<file path="config.mk">
export PLATFORM = sky130hd
export DESIGN_NAME = spi_frame_listener
export DESIGN_NICKNAME = d
export VERILOG_FILES = /design/src/rtl/spi_frame_listener_pkg.sv /design/src/rtl/spi_idle_timer.sv /design/src/rtl/spi_frame_listener.sv
export SDC_FILE = /design/constraint.sdc
export NUM_CORES = 1
export LEC_CHECK = 0
export CORE_MARGIN = 5
export CORE_UTILIZATION = 25
export CTS_CLUSTER_SIZE = 12
export DETAILED_ROUTE_END_ITERATION = 16
export DONT_BUFFER_PORTS = 1
export PLACE_DENSITY = 0.49
export SYNTH_ARGS = -nofsm -noshare
export SYNTH_HDL_FRONTEND = slang
export SYNTH_SLANG_ARGS = --single-unit
</file>
<file path="constraint.sdc">
create_clock -name clk -period 1.9 [get_ports clk]
set_clock_uncertainty 0.05 [all_clocks]
set_input_delay 0.285 -clock clk [delete_from_list [all_inputs] [get_ports clk]]
set_output_delay 0.285 -clock clk [all_outputs]
set_load 0.02 [all_outputs]
</file>
<file path="src/rtl/spi_frame_listener_pkg.sv">
// Shared types and constants for the SPI frame listener.
// Holds the FSM state encoding and the checksum seed.
package spi_frame_listener_pkg;

  typedef enum logic {
    ST_IDLE    = 1'b0,
    ST_COLLECT = 1'b1
  } state_e;

  localparam logic [7:0] CKSUM_SEED = 8'h00;

endpackage

</file>
<file path="src/rtl/spi_idle_timer.sv">
// Inter-byte idle counter: cleared by each byte, otherwise counts up and saturates at LIMIT.
// expired flags the cycle whose clock edge moves the count onto LIMIT, so it fires exactly once per gap.
module spi_idle_timer #(
  parameter int LIMIT = 400
) (
  input  logic clk,
  input  logic rst_n,
  input  logic clear,
  output logic expired
);

  localparam int TW = $clog2(LIMIT + 1);
  localparam logic [TW-1:0] LIM    = TW'(LIMIT);
  localparam logic [TW-1:0] LIM_M1 = TW'(LIMIT - 1);

  logic [TW-1:0] timer;

  always_ff @(posedge clk or negedge rst_n) begin
    if (!rst_n) begin
      timer <= '0;
    end else if (clear) begin
      timer <= '0;
    end else if (timer != LIM) begin
      timer <= timer + 1'b1;
    end
  end

  assign expired = !clear && (timer == LIM_M1);

endmodule

</file>
<file path="src/rtl/spi_frame_listener.sv">
// Assembles fixed-length frames from the spi_slave byte stream, qualifies the header
// against an address/broadcast pattern, optionally checks an XOR checksum, and aborts on idle timeout.
module spi_frame_listener
  import spi_frame_listener_pkg::*;
#(
  parameter int         FRAME_BYTES    = 3,
  parameter logic [7:0] ADDR_MATCH     = 8'h20,
  parameter logic [7:0] ADDR_MASK      = 8'hE0,
  parameter bit         BCAST_EN       = 1'b1,
  parameter int         TIMEOUT_CYCLES = 400,
  parameter bit         CKSUM_EN       = 1'b0
) (
  input  logic                     clk,
  input  logic                     rst_n,
  input  logic                     byte_valid,
  input  logic [7:0]               byte_in,
  output logic [8*FRAME_BYTES-1:0] frame_data,
  output logic                     frame_valid,
  output logic                     frame_bcast,
  output logic                     err_timeout,
  output logic                     err_cksum
);

  localparam int FW = 8 * FRAME_BYTES;
  localparam int IW = $clog2(FRAME_BYTES);
  localparam logic [IW-1:0] LAST_IDX = IW'(FRAME_BYTES - 1);

  state_e        state, state_nxt;
  logic [IW-1:0] idx, idx_nxt;
  logic [FW-9:0] shreg;
  logic [7:0]    xor_acc;
  logic          hdr_bc;

  logic          addr_hit, bc_hit, expired, cksum_ok;
  logic          load_hdr, shift_byte, frame_ok, cksum_bad, tmo_abort;
  logic [FW-1:0] frame_asm;

  assign addr_hit  = ((byte_in ^ ADDR_MATCH) & ADDR_MASK) == 8'h00;
  assign bc_hit    = BCAST_EN && ((byte_in & ~ADDR_MASK) == 8'h00);
  assign frame_asm = {shreg, byte_in};
  assign cksum_ok  = !CKSUM_EN || ((xor_acc ^ byte_in) == 8'h00);

  spi_idle_timer #(
    .LIMIT(TIMEOUT_CYCLES)
  ) u_idle_timer (
    .clk    (clk),
    .rst_n  (rst_n),
    .clear  (byte_valid),
    .expired(expired)
  );

  always_ff @(posedge clk or negedge rst_n) begin
    if (!rst_n) begin
      state <= ST_IDLE;
      idx   <= '0;
    end else begin
      state <= state_nxt;
      idx   <= idx_nxt;
    end
  end

  // A byte arriving on the expiry cycle takes priority, so the timeout is only checked without one.
  always_comb begin
    state_nxt  = state;
    idx_nxt    = idx;
    load_hdr   = 1'b0;
    shift_byte = 1'b0;
    frame_ok   = 1'b0;
    cksum_bad  = 1'b0;
    tmo_abort  = 1'b0;
    case (state)
      ST_IDLE: begin
        if (byte_valid && (addr_hit || bc_hit)) begin
          load_hdr  = 1'b1;
          idx_nxt   = IW'(1);
          state_nxt = ST_COLLECT;
        end
      end
      ST_COLLECT: begin
        if (byte_valid) begin
          shift_byte = 1'b1;
          if (idx == LAST_IDX) begin
            state_nxt = ST_IDLE;
            idx_nxt   = '0;
            frame_ok  = cksum_ok;
            cksum_bad = !cksum_ok;
          end else begin
            idx_nxt = idx + 1'b1;
          end
        end else if (expired) begin
          state_nxt = ST_IDLE;
          idx_nxt   = '0;
          tmo_abort = 1'b1;
        end
      end
      default: begin
        state_nxt = ST_IDLE;
        idx_nxt   = '0;
      end
    endcase
  end

  // shreg keeps every byte except the one currently on byte_in; the truncating cast drops the oldest.
  always_ff @(posedge clk or negedge rst_n) begin
    if (!rst_n) begin
      shreg   <= '0;
      xor_acc <= CKSUM_SEED;
      hdr_bc  <= 1'b0;
    end else if (load_hdr) begin
      shreg   <= (FW-8)'(byte_in);
      xor_acc <= CKSUM_SEED ^ byte_in;
      hdr_bc  <= bc_hit && !addr_hit;
    end else if (shift_byte) begin
      shreg   <= (FW-8)'({shreg, byte_in});
      xor_acc <= xor_acc ^ byte_in;
    end
  end

  always_ff @(posedge clk or negedge rst_n) begin
    if (!rst_n) begin
      frame_data  <= '0;
      frame_bcast <= 1'b0;
      frame_valid <= 1'b0;
      err_cksum   <= 1'b0;
      err_timeout <= 1'b0;
    end else begin
      frame_valid <= frame_ok;
      err_cksum   <= cksum_bad;
      err_timeout <= tmo_abort;
      if (frame_ok) begin
        frame_data  <= frame_asm;
        frame_bcast <= hdr_bc;
      end
    end
  end

endmodule

</file>
==> results.txt, run 1 <==
----------------------------------------------------
[Power]
  Power density of the placed cells ... 1471 nW/µm²
  Pleak ... 1.263 nW
  Maximum resistive drop on vdd ... 429.0 µV

[Synth]
  Async set or reset register ratio after synthesis ... 100.0%
  Post-synthesis area per instance ... 14.24 µm²
  Number of enable-type register cells in the synthesized netlist ... 0
  Post-Syn Instances ... 166
  Number of synthesized register bits ... 56
  Post-synthesis instance area ... 2364 µm²
  Synth Flop Type ... sky130_fd_sc_hd__dfrtp_1
  Synth cell types ... 36
  Number of nets produced by synthesis ... 179
  Fraction of the yosys area taken by sequential cells ... 59.29%
  Total of warnings raised by yosys ... 0

[GRT]
  Pin count of the biggest net entering global routing ... 57
  Global-route wire length before repair ... 7120 µm
  Total routing usage reported by global routing ... 8.109%
  Initial antenna violation count ... 0
  Remaining global-route overflow ... 0
  Number of global-route vias before repair ... 1277

[Clocking]
  Sink count of the clock tree ... 56
  CTS H-tree lvls ... 2
  Setup Buffers After CTS ... 0
  Clock insertion delay at the later pin of the skew report ... 300 ps
  Clock tree root driver cell ... sky130_fd_sc_hd__clkbuf_8
  Largest buffer count on any clock path ... 2
  Clock slew seen by the registers of the worst setup and hold paths ... 100 ps
  CTS tree ... done
  CTS buffer count ... 5

[Floorplan]
  Die Span Y ... 107.2 µm
  Core Footprint ... 9240 µm²
  Die Footprint ... 11500 µm²
  Starting Density ... 25.58%
  Count of pins on the block boundary ... 39
  Std-Cell Rows ... 35
  X dimension of the die ... 107.2 µm

[STA]
  Setup Viol. Count Final ... 0
  Period minus WS final ... 1496 ps
  Upper clock frequency limit ... 668.6 MHz
  Post-Route Setup TNS ... 0 ps
  RSZ-0062 raised after global routing ... no
  Portion of the clock cycle consumed by the worst path in the final layout ... 78.72%
  Pins Over Slew Limit ... 0
  Number of endpoints with negative hold slack in the final report ... 0

[Min path]
  Worst hold path endpoint ... frame_data[6]
  Hold Crit Depth ... 1
  Hold Crit Start ... byte_in[6]
  Hold Crit Class ... input pin to flip-flop

[Detailed routing]
  DRC violations left ... 0
  Via count ... 1267
  Detailed Route Iter0 Violations ... 43
  Routed wire length ... 4423 µm
  Average vias per placed instance ... 4.154
  DRT antenna net count ... 0
  Wire length per cell ... 14.50 µm
  Detailed Routing Iterations Pass 1 ... 5

[Finish]
  Final layout net count ... 188
  Area delta synth->final ... 13.55%
  Diode count ... 0
  Utilization of the core after routing ... 29.05%
  Share of post-route cells with drive strength above 1 ... 29.55%
  Fill count ... 930

[Placed design]
  IO Port Bufs ... 0
  Post-DP HPWL ... 3047 µm
  Routability congestion estimate from global placement ... 0.7474

[Worst setup path]
  Crit path launch ... state
  Worst Path Arrival ... 1640 ps
  Highest net fanout along the worst path ... 20
  Data required, critical path ... 2040 ps
  Crit path capture type ... flip-flop
  CP Class ... flip-flop to flip-flop
  Endpoint of the most critical register-to-register path ... frame_data[4]
  Setup crit start kind ... flip-flop
  Register-to-Register Setup Slack ... 400 ps
  Worst reg2reg path depth ... 4
  FF-to-FF Start ... state

[Job]
  Maximum capacitance violations ... 0

[Status]
  Run status ... completed

----------------------------------------------------
==> routing by layer <==
metal  routed length, µm  part of all wire, %  vias to the layer above  track usage, %
met4                  52                  1.2                        0           3.288
met5                   0                    0                        -               0
met2                1962                   44                       30           12.24
li1                    -                    -                      600               -
met1                2079                   47                      632           10.22
met3                 329                  7.4                        5           3.371
==> worst max-delay path by stage <==
stage,end,slack (ps),depth (start not counted)
floorplan,shreg[7],420,5
global placement,shreg[5],360,5
detailed placement,shreg[6],340,5
CTS,frame_data[4],390,4
global route,u_idle_timer.timer[8],310,5
finish,frame_data[4],400,4
==> logic make-up after synthesis <==
| logic type | Yosys count | synth area share, % |
|---|---|---|
| flip-flops | 56 | 59.29 |
| buffers and inverters | 11 | 2.911 |
| AO/OA/AOI/OAI | 18 | 5.983 |
| XOR/XNOR | 6 | 2.223 |
| other | 1 | 0.1587 |
| AND/OR/NAND/NOR | 38 | 9.053 |
| adder cells (fa/ha/maj) | 2 | 1.059 |
| multiplexers | 34 | 19.32 |
==> stage by stage <==
| step | total power, mW | instances | hold slack (ps) | area, µm² | setup slack, ps |
|---|---|---|---|---|---|
| 6_report | 3.947 | 305 | 68.81 | 2684 | 404.3 |
| 5_1_grt | 4.178 | 305 | 47.01 | 2684 | 308.7 |
| 3_5_place_dp | 3.173 | 294 | -56.80 | 2525 | 340.1 |
| 4_1_cts | 4.014 | 305 | 57.30 | 2684 | 392.6 |
| 2_1_floorplan | 2.955 | 166 | -60.59 | 2364 | 424.4 |
| 3_3_place_gp | 3.159 | 294 | -56.64 | 2525 | 359.0 |
==> flip-flops by register name, indices dropped and copies added (netlist names) <==
register / count
err_timeout: 1
frame_bcast: 1
frame_data: 24
frame_valid: 1
hdr_bc: 1
idx: 2
shreg: 16
state: 1
u_idle_timer.timer: 9
==> worst max-delay path, cell delays in order (launching register included) <==
cell and delay, ps:
sky130_fd_sc_hd__dfrtp_1 470, sky130_fd_sc_hd__and2_1 210, sky130_fd_sc_hd__nand2_2 100, sky130_fd_sc_hd__buf_12 200, sky130_fd_sc_hd__mux2_2 350
==> synthesized netlist by cell type, drive strengths merged, types with 3 or more instances <==
master / number / share of area (%)
o21ai: 3 / 1.1
nand4: 3 / 0.79
buf: 5 / 2.0
a22o: 8 / 3.0
nand3b: 3 / 0.95
nand3: 4 / 0.85
nand2: 5 / 0.90
mux2: 33 / 19
dfrtp: 56 / 59
inv: 5 / 0.79
xnor2: 4 / 1.5
a21oi: 4 / 0.85
nor2: 10 / 1.6
==> power breakdown <==
part / switching [mW] / total, mW / internal, mW
clock: 0.392 / 0.791 / 0.399
sequential: 0.668 / 2.31 / 1.65
combinational: 0.260 / 0.843 / 0.583
==> cell type report <==
| cell class | instances | area [µm²] | share of cell area, % |
|---|---|---|---|
| timing repair buffer | 8 | 97.59 | 3.636 |
| clock buffer | 6 | 72.57 | 2.704 |
| sequential | 56 | 1401 | 52.21 |
| clock inverter | 2 | 38.79 | 1.445 |
| multi-input combinational | 99 | 893.4 | 33.29 |
| inverter | 5 | 18.77 | 0.6993 |
| tap | 129 | 161.4 | 6.014 |
==> timing repair <==
action | CTS | global route
gates resized for setup | 0 | 0
hold endpoints to repair | 65 | 0
hold buffers | 3 | 0
==> placed cells by master (no fill, tap or decap), drive strengths merged, types with 2 or more instances in the layout <==
| master | instances |
|---|---|
| dlygate4sd3 | 2 |
| nand2 | 5 |
| nand3 | 4 |
| nor2b | 2 |
| a21oi | 4 |
| clkbuf | 6 |
| nand3b | 3 |
| nor2 | 10 |
| xor2 | 2 |
| o21ai | 3 |
| a22o | 8 |
| nor3 | 2 |
| and2 | 2 |
| dfrtp | 56 |
| inv | 6 |
| buf | 6 |
| and3 | 2 |
| mux2 | 33 |
| nand4 | 3 |
| xnor2 | 4 |
| ha | 2 |
(Power assumes the default switching activity.)
==> inputs of run 2 (changes only) <==
--- a/config.mk
+++ b/config.mk
@@ -10,7 +10,7 @@
 export CTS_CLUSTER_SIZE = 12
 export DETAILED_ROUTE_END_ITERATION = 16
 export DONT_BUFFER_PORTS = 1
-export PLACE_DENSITY = 0.49
+export PLACE_DENSITY = 0.51
 export SYNTH_ARGS = -nofsm -noshare
 export SYNTH_HDL_FRONTEND = slang
 export SYNTH_SLANG_ARGS = --single-unit
==> constraint.sdc (replaced) <==
create_clock -name clk -period 1.2 [get_ports clk]
set_clock_uncertainty 0.05 [all_clocks]
set_input_delay 0.18 -clock clk [delete_from_list [all_inputs] [get_ports clk]]
set_output_delay 0.18 -clock clk [all_outputs]
set_load 0.02 [all_outputs]
==> run 2 against run 1 <==
The run now ends with negative hold slack, negative setup slack left. Final area is 14% higher. Critical path depth stayed put. Total power is 71% higher. Flip-flop and latch count stayed put. Setup slack worse by 540 ps. Maximum frequency is 12% higher. Hold slack worse by 570 ps. First-iteration DRC count is 23% higher. Clock power is 31% higher.
==> results.txt, run 2 (synthesis gave the netlist of run 1 again) <==
----------------------------------------------------
[Min path]
  Hold Crit Class ... input pin to async pin

[Floorplan]
  Starting Density ... 25.58% (unchanged)
  Die Span Y ... 107.2 µm (unchanged)
  Count of pins on the block boundary ... 39 (unchanged)
  Std-Cell Rows ... 35 (unchanged)
  Die Footprint ... 11500 µm² (unchanged)
  X dimension of the die ... 107.2 µm (unchanged)
  Core Footprint ... 9240 µm² (unchanged)

[Status]
  Run status ... complete, but fails checks
  Violations in the final reports ... negative hold slack, negative setup slack

[STA]
  Portion of the clock cycle consumed by the worst path in the final layout ... 111.5% (+33 points)
  Final hold slack ... -501.0 ps (-569.8 ps)
  Setup Viol. Count Final ... 44 (+44)
  Upper clock frequency limit ... 747.2 MHz (+12%)
  RSZ-0062 raised after global routing ... yes
  Number of endpoints with negative hold slack in the final report ... 65 (+65)
  Worst-case setup margin in the final layout ... -138.4 ps (-542.7 ps)
  Pins Over Slew Limit ... 0 (unchanged)
  Period minus WS final ... 1338 ps (-157.3 ps)

[GRT]
  Global-route wire length before repair ... 8059 µm (+13%)
  Pin count of the biggest net entering global routing ... 57 (unchanged)
  Total routing usage reported by global routing ... 8.945% (+0.84 points)
  Number of global-route vias before repair ... 1479 (+16%)
  Remaining global-route overflow ... 0 (unchanged)
  Initial antenna violation count ... 0 (unchanged)

[Worst setup path]
  FF-to-FF Start ... u_idle_timer.timer[5]
  Crit path capture type ... flip-flop
  Setup crit start kind ... flip-flop
  CP Class ... flip-flop to flip-flop
  Worst Path Arrival ... 1490 ps (-150 ps)
  Crit path launch ... u_idle_timer.timer[5]
  Data required, critical path ... 1350 ps (-690 ps)
  Highest net fanout along the worst path ... 3 (-85%)

[Finish]
  Leading cell type in the layout, fill and taps excluded ... sky130_fd_sc_hd__dfrtp_1
  Final layout net count ... 218 (+16%)
  Share of post-route cells with drive strength above 1 ... 42.72% (+13 points)
  Flip-flop count of the largest register after layout ... 24 (unchanged)
  Non-Filler Cell Area, Final ... 3068 µm² (+14%)
  Most frequent cells in the layout ... sky130_fd_sc_hd__dfrtp_1, sky130_fd_sc_hd__mux2_4, sky130_fd_sc_hd__buf_4
  Area delta synth->final ... 29.80%
  Fill count ... 905 (-2.7%)
  Largest registers ... frame_data: 24 flops, shreg: 16 flops, u_idle_timer.timer: 9 flops
  Register bank with the most flops ... frame_data
  Diode count ... 0 (unchanged)

[Placed design]
  Cell area reported after detailed placement ... 2666 µm² (+5.6%)
  Post-DP HPWL ... 3033 µm (-0.45%)
  Routability congestion estimate from global placement ... 0.7362 (-1.5%)
  IO Port Bufs ... 0 (unchanged)

[Power]
  Power density of the placed cells ... 2195 nW/µm² (+49%)
  Pleak ... 1.432 nW (+13%)
  Maximum resistive drop on vdd ... 646.2 µV (+51%)

[Detailed routing]
  Routed wire length ... 4987 µm (+13%)
  Average vias per placed instance ... 4.304 (+3.6%)
  Detailed Routing Iterations Pass 1 ... 4 (-1)
  DRC violations left ... 0 (unchanged)
  Via count ... 1442 (+14%)
  Wire length per cell ... 14.89 µm (+2.7%)
  Detailed Route Iter0 Violations ... 53 (+23%)
  DRT antenna net count ... 0 (unchanged)

[Clocking]
  CTS H-tree lvls ... 2 (unchanged)
  Sink count of the clock tree ... 56 (unchanged)
  Clock insertion delay at the later pin of the skew report ... 310 ps (about the same)
  Clock tree root driver cell ... sky130_fd_sc_hd__clkbuf_8
  CTS buffer count ... 5 (unchanged)
  CTS tree ... done
  Largest buffer count on any clock path ... 2 (unchanged)
  Clock slew seen by the registers of the worst setup and hold paths ... 110 ps (about the same)
  Count of hold buffers inserted by post-cts repair ... 8 (+5)

[Job]
  Maximum capacitance violations ... 0 (unchanged)

----------------------------------------------------
==> run 2: changes by cell type in the layout (fill, tap and decap cells not counted), moves of 4 or more <==
cell and change:
sky130_fd_sc_hd__buf_4 +12, sky130_fd_sc_hd__buf_6 +8, sky130_fd_sc_hd__nand2_8 +4, sky130_fd_sc_hd__mux2_4 +7, sky130_fd_sc_hd__mux2_2 -7, sky130_fd_sc_hd__dlygate4sd3_1 +6
==> run 2: what timing repair did <==
action	CTS	global route
gates cloned	3	0
endpoints found under the setup margin	44	54
hold endpoints to repair	82	66
pin swaps	7	10
gates resized for setup	15	12
setup buffers	3	4
==> run 2: layout make-up <==
class	count	area, µm²	area share, %
Inverter	5	18.77	0.6117
Clock buffer	5	68.82	2.243
Timing Repair Buffer	35	345.3	11.26
Sequential cell	56	1401	45.68
Clock inverter	3	23.77	0.7749
Tap cell	129	161.4	5.261
Multi-Input combinational cell	102	1049	34.18
==> run 2: worst max-delay path, stage by stage, from the launching register on <==
cell and delay, ps:
sky130_fd_sc_hd__dfrtp_1 390, sky130_fd_sc_hd__and4bb_2 320, sky130_fd_sc_hd__nand4_1 200, sky130_fd_sc_hd__xnor2_1 220, sky130_fd_sc_hd__nor2_1 50
==> run 2: routing by layer <==
metal	vias to the layer above	part of all wire [%]	GRT usage, %
li1	667	-	-
met1	738	46	11.53
met2	31	47	14.30
met3	6	5.6	3.010
met4	0	1.1	2.466
met5	-	0	0
==> run 2: power by group <==
group          internal (mW)  leakage (nW)  switching (mW)  total (mW)
logic                   1.38         0.681           0.675        2.05
registers               2.61         0.710            1.04        3.64
clock network          0.415        0.0404           0.629        1.04
total                   4.40          1.43            2.34        6.74
==> run 2: metrics by stage <==
stage | total power, mW | utilization [%] | worst slack (ps) | setup TNS (ps) | std cells
6_report | 6.736 | 33.20 | -138.4 | -3799 | 335
5_1_grt | 7.098 | 33.20 | -269.5 | -5838 | 335
4_1_cts | 6.709 | 32.38 | -157.8 | -4094 | 331
3_5_place_dp | 5.201 | 28.86 | -140.8 | -5332 | 309
3_3_place_gp | 5.146 | 28.86 | -130.8 | -4864 | 309
2_1_floorplan | 4.752 | - | -170.6 | -2872 | 166
==> run 2: path summary, 6_finish.rpt <==
kind	slack, ps	cells after the start	to
hold / removal	-500	0	frame_data[23]
min in group clk	-130	1	u_idle_timer.timer[6]
hold reg to reg	460	1	shreg[11]
max in group asynchronous	1500	0	hdr_bc
setup reg to reg	-140	4	u_idle_timer.timer[0]
setup / recovery	-140	4	u_idle_timer.timer[0]
